**src/rtl/ts_sync_recovery_mc.sv**
```systemverilog
// N-channel MPEG-2 TS sync recovery: per-channel HUNT/VERIFY/LOCK flywheel
// that finds the sync byte, confirms periodicity and forwards aligned bytes.
//
// state  | meaning
// -------+------------------------------------------------------------
// HUNT   | searching for a sync byte; input bytes dropped
// VERIFY | candidate found; checking sync at each expected position
// LOCK   | aligned; bytes forwarded, misses counted by the flywheel
module ts_sync_recovery_mc #(
    parameter int          N_CH       = 4,
    parameter int          PKT_LEN    = 188,
    parameter logic [7:0]  SYNC_BYTE  = 8'h47,
    parameter int          LOCK_CNT   = 3,
    parameter int          UNLOCK_CNT = 3
) (
    input  logic                clk,
    input  logic                rst,
    input  logic [8*N_CH-1:0]   byte_in,
    input  logic [N_CH-1:0]     valid_in,
    output logic [8*N_CH-1:0]   byte_out,
    output logic [N_CH-1:0]     valid_out,
    output logic [N_CH-1:0]     sync_out,
    output logic [N_CH-1:0]     locked,
    output logic [N_CH-1:0]     sync_miss,
    output logic [N_CH-1:0]     lock_lost
);

    localparam int PW = $clog2(PKT_LEN);
    localparam int HW = $clog2(LOCK_CNT + 1);
    localparam int MW = $clog2(UNLOCK_CNT + 1);

    typedef enum logic [1:0] {
        ST_HUNT   = 2'd0,
        ST_VERIFY = 2'd1,
        ST_LOCK   = 2'd2
    } state_t;

    for (genvar c = 0; c < N_CH; c++) begin : g_ch
        state_t         state_q, state_d;
        logic [PW-1:0]  pos_q, pos_d, pos_inc;
        logic [HW-1:0]  hits_q, hits_d, hits_inc;
        logic [MW-1:0]  misses_q, misses_d, misses_inc;
        logic [7:0]     byte_q, byte_d, din;
        logic           vout_q, vout_d;
        logic           sync_q, sync_d;
        logic           locked_q, locked_d;
        logic           miss_q, miss_d;
        logic           lost_q, lost_d;
        logic           at_sync, is_sync;

        assign din        = byte_in[8*c +: 8];
        assign is_sync    = (din == SYNC_BYTE);
        assign at_sync    = (pos_q == '0);
        assign pos_inc    = (pos_q == PW'(PKT_LEN - 1)) ? '0 : pos_q + PW'(1);
        assign hits_inc   = hits_q + HW'(1);
        assign misses_inc = misses_q + MW'(1);

        always_comb begin
            state_d  = state_q;
            pos_d    = pos_q;
            hits_d   = hits_q;
            misses_d = misses_q;
            byte_d   = byte_q;
            vout_d   = 1'b0;
            sync_d   = 1'b0;
            miss_d   = 1'b0;
            lost_d   = 1'b0;
            if (valid_in[c]) begin
                case (state_q)
                    ST_HUNT: begin
                        if (is_sync) begin
                            hits_d = HW'(1);
                            pos_d  = PW'(1);
                            if (LOCK_CNT == 1) begin
                                state_d = ST_LOCK;
                                vout_d  = 1'b1;
                                sync_d  = 1'b1;
                                byte_d  = din;
                            end else begin
                                state_d = ST_VERIFY;
                            end
                        end
                    end
                    ST_VERIFY: begin
                        pos_d = pos_inc;
                        if (at_sync) begin
                            if (is_sync) begin
                                hits_d = hits_inc;
                                // The byte that completes verification is the first one forwarded.
                                if (hits_inc == HW'(LOCK_CNT)) begin
                                    state_d = ST_LOCK;
                                    vout_d  = 1'b1;
                                    sync_d  = 1'b1;
                                    byte_d  = din;
                                end
                            end else begin
                                state_d = ST_HUNT;
                                hits_d  = '0;
                                pos_d   = '0;
                            end
                        end
                    end
                    ST_LOCK: begin
                        pos_d  = pos_inc;
                        vout_d = 1'b1;
                        sync_d = at_sync;
                        byte_d = din;
                        if (at_sync) begin
                            if (is_sync) begin
                                misses_d = '0;
                            end else begin
                                misses_d = misses_inc;
                                miss_d   = 1'b1;
                                if (misses_inc == MW'(UNLOCK_CNT)) begin
                                    state_d  = ST_HUNT;
                                    lost_d   = 1'b1;
                                    vout_d   = 1'b0;
                                    sync_d   = 1'b0;
                                    byte_d   = byte_q;
                                    misses_d = '0;
                                    hits_d   = '0;
                                    pos_d    = '0;
                                end
                            end
                        end
                    end
                    default: begin
                        state_d = ST_HUNT;
                        pos_d   = '0;
                        hits_d  = '0;
                    end
                endcase
            end
            locked_d = (state_d == ST_LOCK);
        end

        always_ff @(posedge clk or negedge rst) begin
            if (!rst) begin
                state_q  <= ST_HUNT;
                pos_q    <= '0;
                hits_q   <= '0;
                misses_q <= '0;
                byte_q   <= '0;
                vout_q   <= 1'b0;
                sync_q   <= 1'b0;
                locked_q <= 1'b0;
                miss_q   <= 1'b0;
                lost_q   <= 1'b0;
            end else begin
                state_q  <= state_d;
                pos_q    <= pos_d;
                hits_q   <= hits_d;
                misses_q <= misses_d;
                byte_q   <= byte_d;
                vout_q   <= vout_d;
                sync_q   <= sync_d;
                locked_q <= locked_d;
                miss_q   <= miss_d;
                lost_q   <= lost_d;
            end
        end

        assign byte_out[8*c +: 8] = byte_q;
        assign valid_out[c]       = vout_q;
        assign sync_out[c]        = sync_q;
        assign locked[c]          = locked_q;
        assign sync_miss[c]       = miss_q;
        assign lock_lost[c]       = lost_q;
    end

endmodule
```
**config.mk**
```make
export PLATFORM = sky130hd
export DESIGN_NAME = ts_sync_recovery_mc
export DESIGN_NICKNAME = d
export VERILOG_FILES = /design/src/rtl/ts_sync_recovery_mc.sv
export SDC_FILE = /design/constraint.sdc
export NUM_CORES = 1
export LEC_CHECK = 0
export BUFFER_PORTS_ARGS = -buffer_cell sky130_fd_sc_hd__buf_2
export CAP_MARGIN = 30
export CELL_PAD_IN_SITES_DETAIL_PLACEMENT = 1
export CELL_PAD_IN_SITES_GLOBAL_PLACEMENT = 1
export CORE_MARGIN = 10
export CORE_UTILIZATION = 40
export CTS_CLUSTER_DIAMETER = 200
export DETAILED_ROUTE_END_ITERATION = 6
export PLACE_DENSITY_LB_ADDON = 0.1
export SYNTH_ARGS = -nofsm -noshare
export SYNTH_HDL_FRONTEND = slang
export SYNTH_SLANG_ARGS = --single-unit
```
**constraint.sdc**
```tcl
create_clock -name clk -period 2.1 [get_ports clk]
set_input_delay 0.42 -clock clk [delete_from_list [all_inputs] [get_ports clk]]
set_output_delay 0.42 -clock clk [all_outputs]
set_load 0.005 [all_outputs]
```
After elaboration in Yosys (flattened, before gate mapping)
Index checks and enable logic that the tools add are counted.

Register bits after elaboration: 108. Input port bits: 38. Output and inout bits: 52. Logic and storage cells: 352.

Add/subtract/negate cells: 12. Equal/unequal tests: 60. Muxes and demuxes: 212. Reductions and logical operators: 28.

Operators by type and width (number): 8-bit two-way mux (52); 2-bit two-way mux (64); 8-bit case mux with 3 select lines (4); 1-bit two-way mux (72); 8-bit case mux with 2 select lines (4); 2-bit inequality test, second input constant (28); 2-bit case mux with 3 select lines (8); 6-bit AND reduction (8); 8-bit by 1-bit adder with 8-bit output, second input constant (4); 2-bit equality test, second input constant (16); 8-bit by 7-bit equality test with 1-bit output, second input constant (4); 8-bit equality test, second input constant (4); 8-bit zero test (4); 2-bit by 1-bit adder with 2-bit output, second input constant (8); 4-bit inequality test, second input constant (4); 1-bit case mux with 2 select lines (8); 3-bit AND reduction (4); 2-bit by 1-bit equality test with 1-bit output, second input constant (4); 2-bit zero test (4); 2-bit AND reduction (4); 2-bit nonzero test (4).

Logic depth before layout (Yosys ltp)
Word-level depth: 8. Depth in mapped cells: 8. Mapped depth without buffers: 7.

Worst setup path after synthesis
No wires, ideal clock.

Path kind: input port to flip-flop. From: input byte_in[21]. To: register g_ch[2].byte_q[0]. Library setup time: 125 ps. Data arrival time: 2407 ps. Data required time: 1975 ps. Setup slack: -432 ps. Stages: 6. Path buffers: 1. Cells stage by stage: or4b_1 -> buf_2 -> or4_4 -> o21ai_2 -> nor4b_4 -> mux2_2.

Cells in the longest elaborated chain, start to end: 4. Elaborated cells between the ends (all ways): 7. Classes of those cells: eq/ne (3); mux (3); reduce/logical (1).

RTL lines: start: declaration (line 18) `input logic [8*N_CH-1:0] byte_in,`; 8-bit by 7-bit equality test with 1-bit output (*) (line 52) `assign is_sync = (din == SYNC_BYTE);`; 8-bit two-way mux (line 109) `if (is_sync) begin`; 8-bit two-way mux (line 108) `if (at_sync) begin`; 8-bit case mux with 2 select lines (line 69) `case (state_q)`; end signal: assignment (line 154) `byte_q <= byte_d;`; end: declaration (line 43) `logic [7:0] byte_q, byte_d, din;`.

Mark *: on every way between the ends. The rest lies on a longest branch, timed or not. A chain may end at the register's enable or synchronous reset.

Worst setup path in the final report
From: register g_ch[3].pos_q[7]. To: register g_ch[3].byte_q[7].

Cells in the longest elaborated chain, start to end: 3. Elaborated cells between the ends (all ways): 6. Classes of those cells: eq/ne (2); mux (2); reduce/logical (2).

RTL lines: start: declaration (line 40) `logic [PW-1:0] pos_q, pos_d, pos_inc;`; start signal: assignment (line 151) `pos_q <= pos_d;`; 8-bit zero test (*) (line 53) `assign at_sync = (pos_q == '0);`; 4-bit inequality test (no source line), or another cell as far along; 6-bit AND reduction (no source line) or 8-bit case mux with 2 select lines (tied branches); end signal: assignment (line 154); end: declaration (line 43).

Marked as above.

==> impl_metrics.ini <==
[power_and_ir_drop]
power.leakage_nw = 4.01
power.density_mw_per_mm2 = 593
power_mw = 4.93
ir_drop_mv = 0.383

[cts]
ctsHtreeMaxLevel = 3
clkTransAtPathRegs_ps = 70
cts_buffer_depth = 2
clock_latency_ps = 350
cts_sinks = 108
numCtsBuffers = 9
cts_hold_buf = 0
cts-root-buf = clkbuf_16
cts_tree = yes

[die]
coreArea_mm2 = 0.0146
start_util_pct = 40.8
die_h_um = 142
rows = 44
die_area_mm2 = 0.0202
fp.dieW_um = 142
num_io_pins = 90

[route]
routedWlPerCell_um = 18.9
ant_nets = 0
first_pass_iters = 4
drt-initial-drc-count = 242
drt-vias-per-instance = 5.51
num_vias = 5395
drcViolationCount = 0
routed_wirelength_mm = 18.6

[layout]
antennaDiodeCount = 0
final_cells = 980
fin_area_mm2 = 0.00831
fillers = 1638
nets = 859
drive_above_1_share_pct = 43.5
synthToLayoutAreaGrowth_pct = 39.5

[place]
place_area_mm2 = 0.00756
hpwlAfterDp_mm = 13.5
portBuffers = 89
gp_congestion = 0.874
placed_cells = 946

[global_route]
grt_util_met3_pct = 3.00
grt_pass1_vias = 5897
met2_usage_pct = 31.4
grt_overflow = 0
track_usage_pct = 17.5
met1_usage_pct = 21.3
grt_pass1_wl_mm = 29.7
antenna_found_initial = 0
top_usage_layer = met2
grt_max_degree = 65

[synth]
ys_ff_latch = 108
async_flop_share_pct = 100
syn_area_per_cell_um2 = 10.1
synth_warnings = 0
synthTopCellsByArea = dfrtp_1 45%, mux2_2 6.1%, ha_1 5.9%, nand2_1 3.4%, o21ai_0 2.7%
synthesis.nets = 656
synth-main-ff-cell = dfrtp_1
synthCells = 590
ys_seq_area_share_pct = 45.4
synth_top_area_share_pct = 45.4
synth_edf_count = 0
synth.cell_area_mm2 = 0.00596
yosysUniqueCellTypes = 72
synth_area_leader_cell = dfrtp_1

[sta]
fmax_mhz = 422
setup_viol_count_final = 31
period_share_pct = 113
finalMaxSlewViolations = 0
clock_skew_ps = 7.31
hold_viol = 4
slew_headroom_pct = 63.7
tightest_slew_ps = 543
period_needed_ps = 2370
fin_hold_ws_ps = -4.47
grt_setup_unrepaired = yes
setup_ws_ps = -271

[outcome]
status = finished with violations
failed_checks = hold timing, setup timing

[setup_path]
r2r_slack_ps = -270
crit_slowest_cell = or4_4
cp-end-kind = flip-flop
worstPathArrival_ps = 2610
critPathMaxFanout = 4
path_class = reg -> reg
crit_path_max_incr_delay_ps = 570
cp-start-kind = flip-flop
required_ps = 2340
cp_cell_sequence = or4_4 > nor4b_4 > nand3_2 > a221oi_4 > buf_6 > mux2_4

[hold_path]
hp-class = in -> async

[job]
cap_violations = 0
-- per-layer routing --
layer	wire, µm	share of wire (%)
met5	0	0
met3	588	3.2
met1	7790	42
met4	333	1.8
met2	9840	53
-- layout make-up --
| class | count | area [µm²] | area share [%] |
|---|---|---|---|
| Clock buffer | 12 | 246 | 2.97 |
| Clock inverter | 2 | 12.5 | 0.151 |
| Inverter | 41 | 154 | 1.85 |
| Multi-Input combinational cell | 408 | 3400 | 40.9 |
| Sequential cell | 108 | 2700 | 32.5 |
| Tap cell | 184 | 230 | 2.77 |
| Timing Repair Buffer | 225 | 1560 | 18.8 |
-- flip-flops by register name, summed over array words and instances (netlist names) --
signal         count
g_ch.byte_q       32
g_ch.pos_q        32
g_ch.hits_q        8
g_ch.misses_q      8
g_ch.state_q       8
g_ch.locked_q      4
g_ch.lost_q        4
g_ch.miss_q        4
g_ch.sync_q        4
g_ch.vout_q        4
-- synth_stat cells, drive strengths merged, types with 5 or more instances --
cell and number:
and3 6, a221o 8, clkbuf 8, dfrtp 108, o21a 5, nor2b 12
nor4b 5, a21oi 14, mux2 36, and2 8, nand4b 5, a22o 12
o21ai 37, nand3 20, a31oi 9, buf 25, o211ai 6, nor2 39
a211oi 5, nor3 11, o2111ai 6, nand2 55, ha 28, inv 41
nor4 9, or4b 5
-- worst max-delay path, delay by kind of cell, from the launching register on --
family                 cells  cell delay [ps]
buffers and inverters      1              180
AOI/OAI and AO/OA          1              290
and+or+nand+nor            3             1120
DFF                        1              390
muxes                      1              300
-- final timing paths --
| check | startpoint | end | cells past startpoint |
|---|---|---|---|
| worst max-delay path | g_ch[3].pos_q[7] | g_ch[3].byte_q[7] | 6 |
| worst min-delay path | rst | g_ch[3].hits_q[1] | 1 |
| worst max register to register | g_ch[3].pos_q[7] | g_ch[3].byte_q[7] | 6 |
| worst min register to register | g_ch[2].byte_q[6] | g_ch[2].byte_q[6] | 1 |
| max in group asynchronous | rst | g_ch[0].sync_q | 2 |
| min in group clk | byte_in[20] | g_ch[2].byte_q[4] | 2 |
-- cell usage in the layout, fill, tap and decap left out, types with 6 or more instances in the layout --
cell / instances
buf_4: 123
dfrtp_1: 108
buf_2: 86
nand2_1: 52
nor2_1: 37
inv_1: 34
mux2_4: 28
o21ai_0: 24
ha_1: 22
nand3_1: 18
buf_6: 13
nor2b_1: 12
a21oi_1: 12
a22o_1: 12
a31oi_1: 9
clkbuf_16: 9
mux2_2: 8
a221o_1: 8
inv_2: 7
nor3_1: 7
o21ai_1: 7
and2_1: 6
and3_1: 6
-- cell families (layout without fill, tap and decap cells) --
kind of cell             after synthesis  count (layout)  share of synthesized area (%)
multiplexers                          37              37                           6.97
AO/OA/AOI/OAI                        146             146                           18.1
flip-flops                           108             108                           45.4
buffers and inverters                 74             280                           6.03
AND/OR/NAND/NOR                      197             197                           17.6
adder cells (fa/ha/maj)               28              28                           5.88
-- per-stage QoR --
step	setup slack [ps]	setup TNS, ps	util (%)
final	-271	-4680	56.9
after global routing	-324	-8000	56.9
after CTS	-203	-3600	54.9
after detailed placement	-465	-20590	51.8
after global placement	-403	-17220	51.8
after floorplan	-432	-8190	-
-- power by group --
part | leakage [nW] | switching, mW | internal (mW)
sequential | 1.46 | 0.0718 | 2.18
clock | 0.125 | 0.749 | 0.824
combinational | 2.42 | 0.561 | 0.547
total | 4.01 | 1.38 | 3.55
-- timing repair --
action,CTS,global route
setup buffers,8,14
resized for setup,31,47
endpoints found under the setup margin,55,64
pin swaps,9,21
Note: power is estimated with default switching activity, not from simulation.
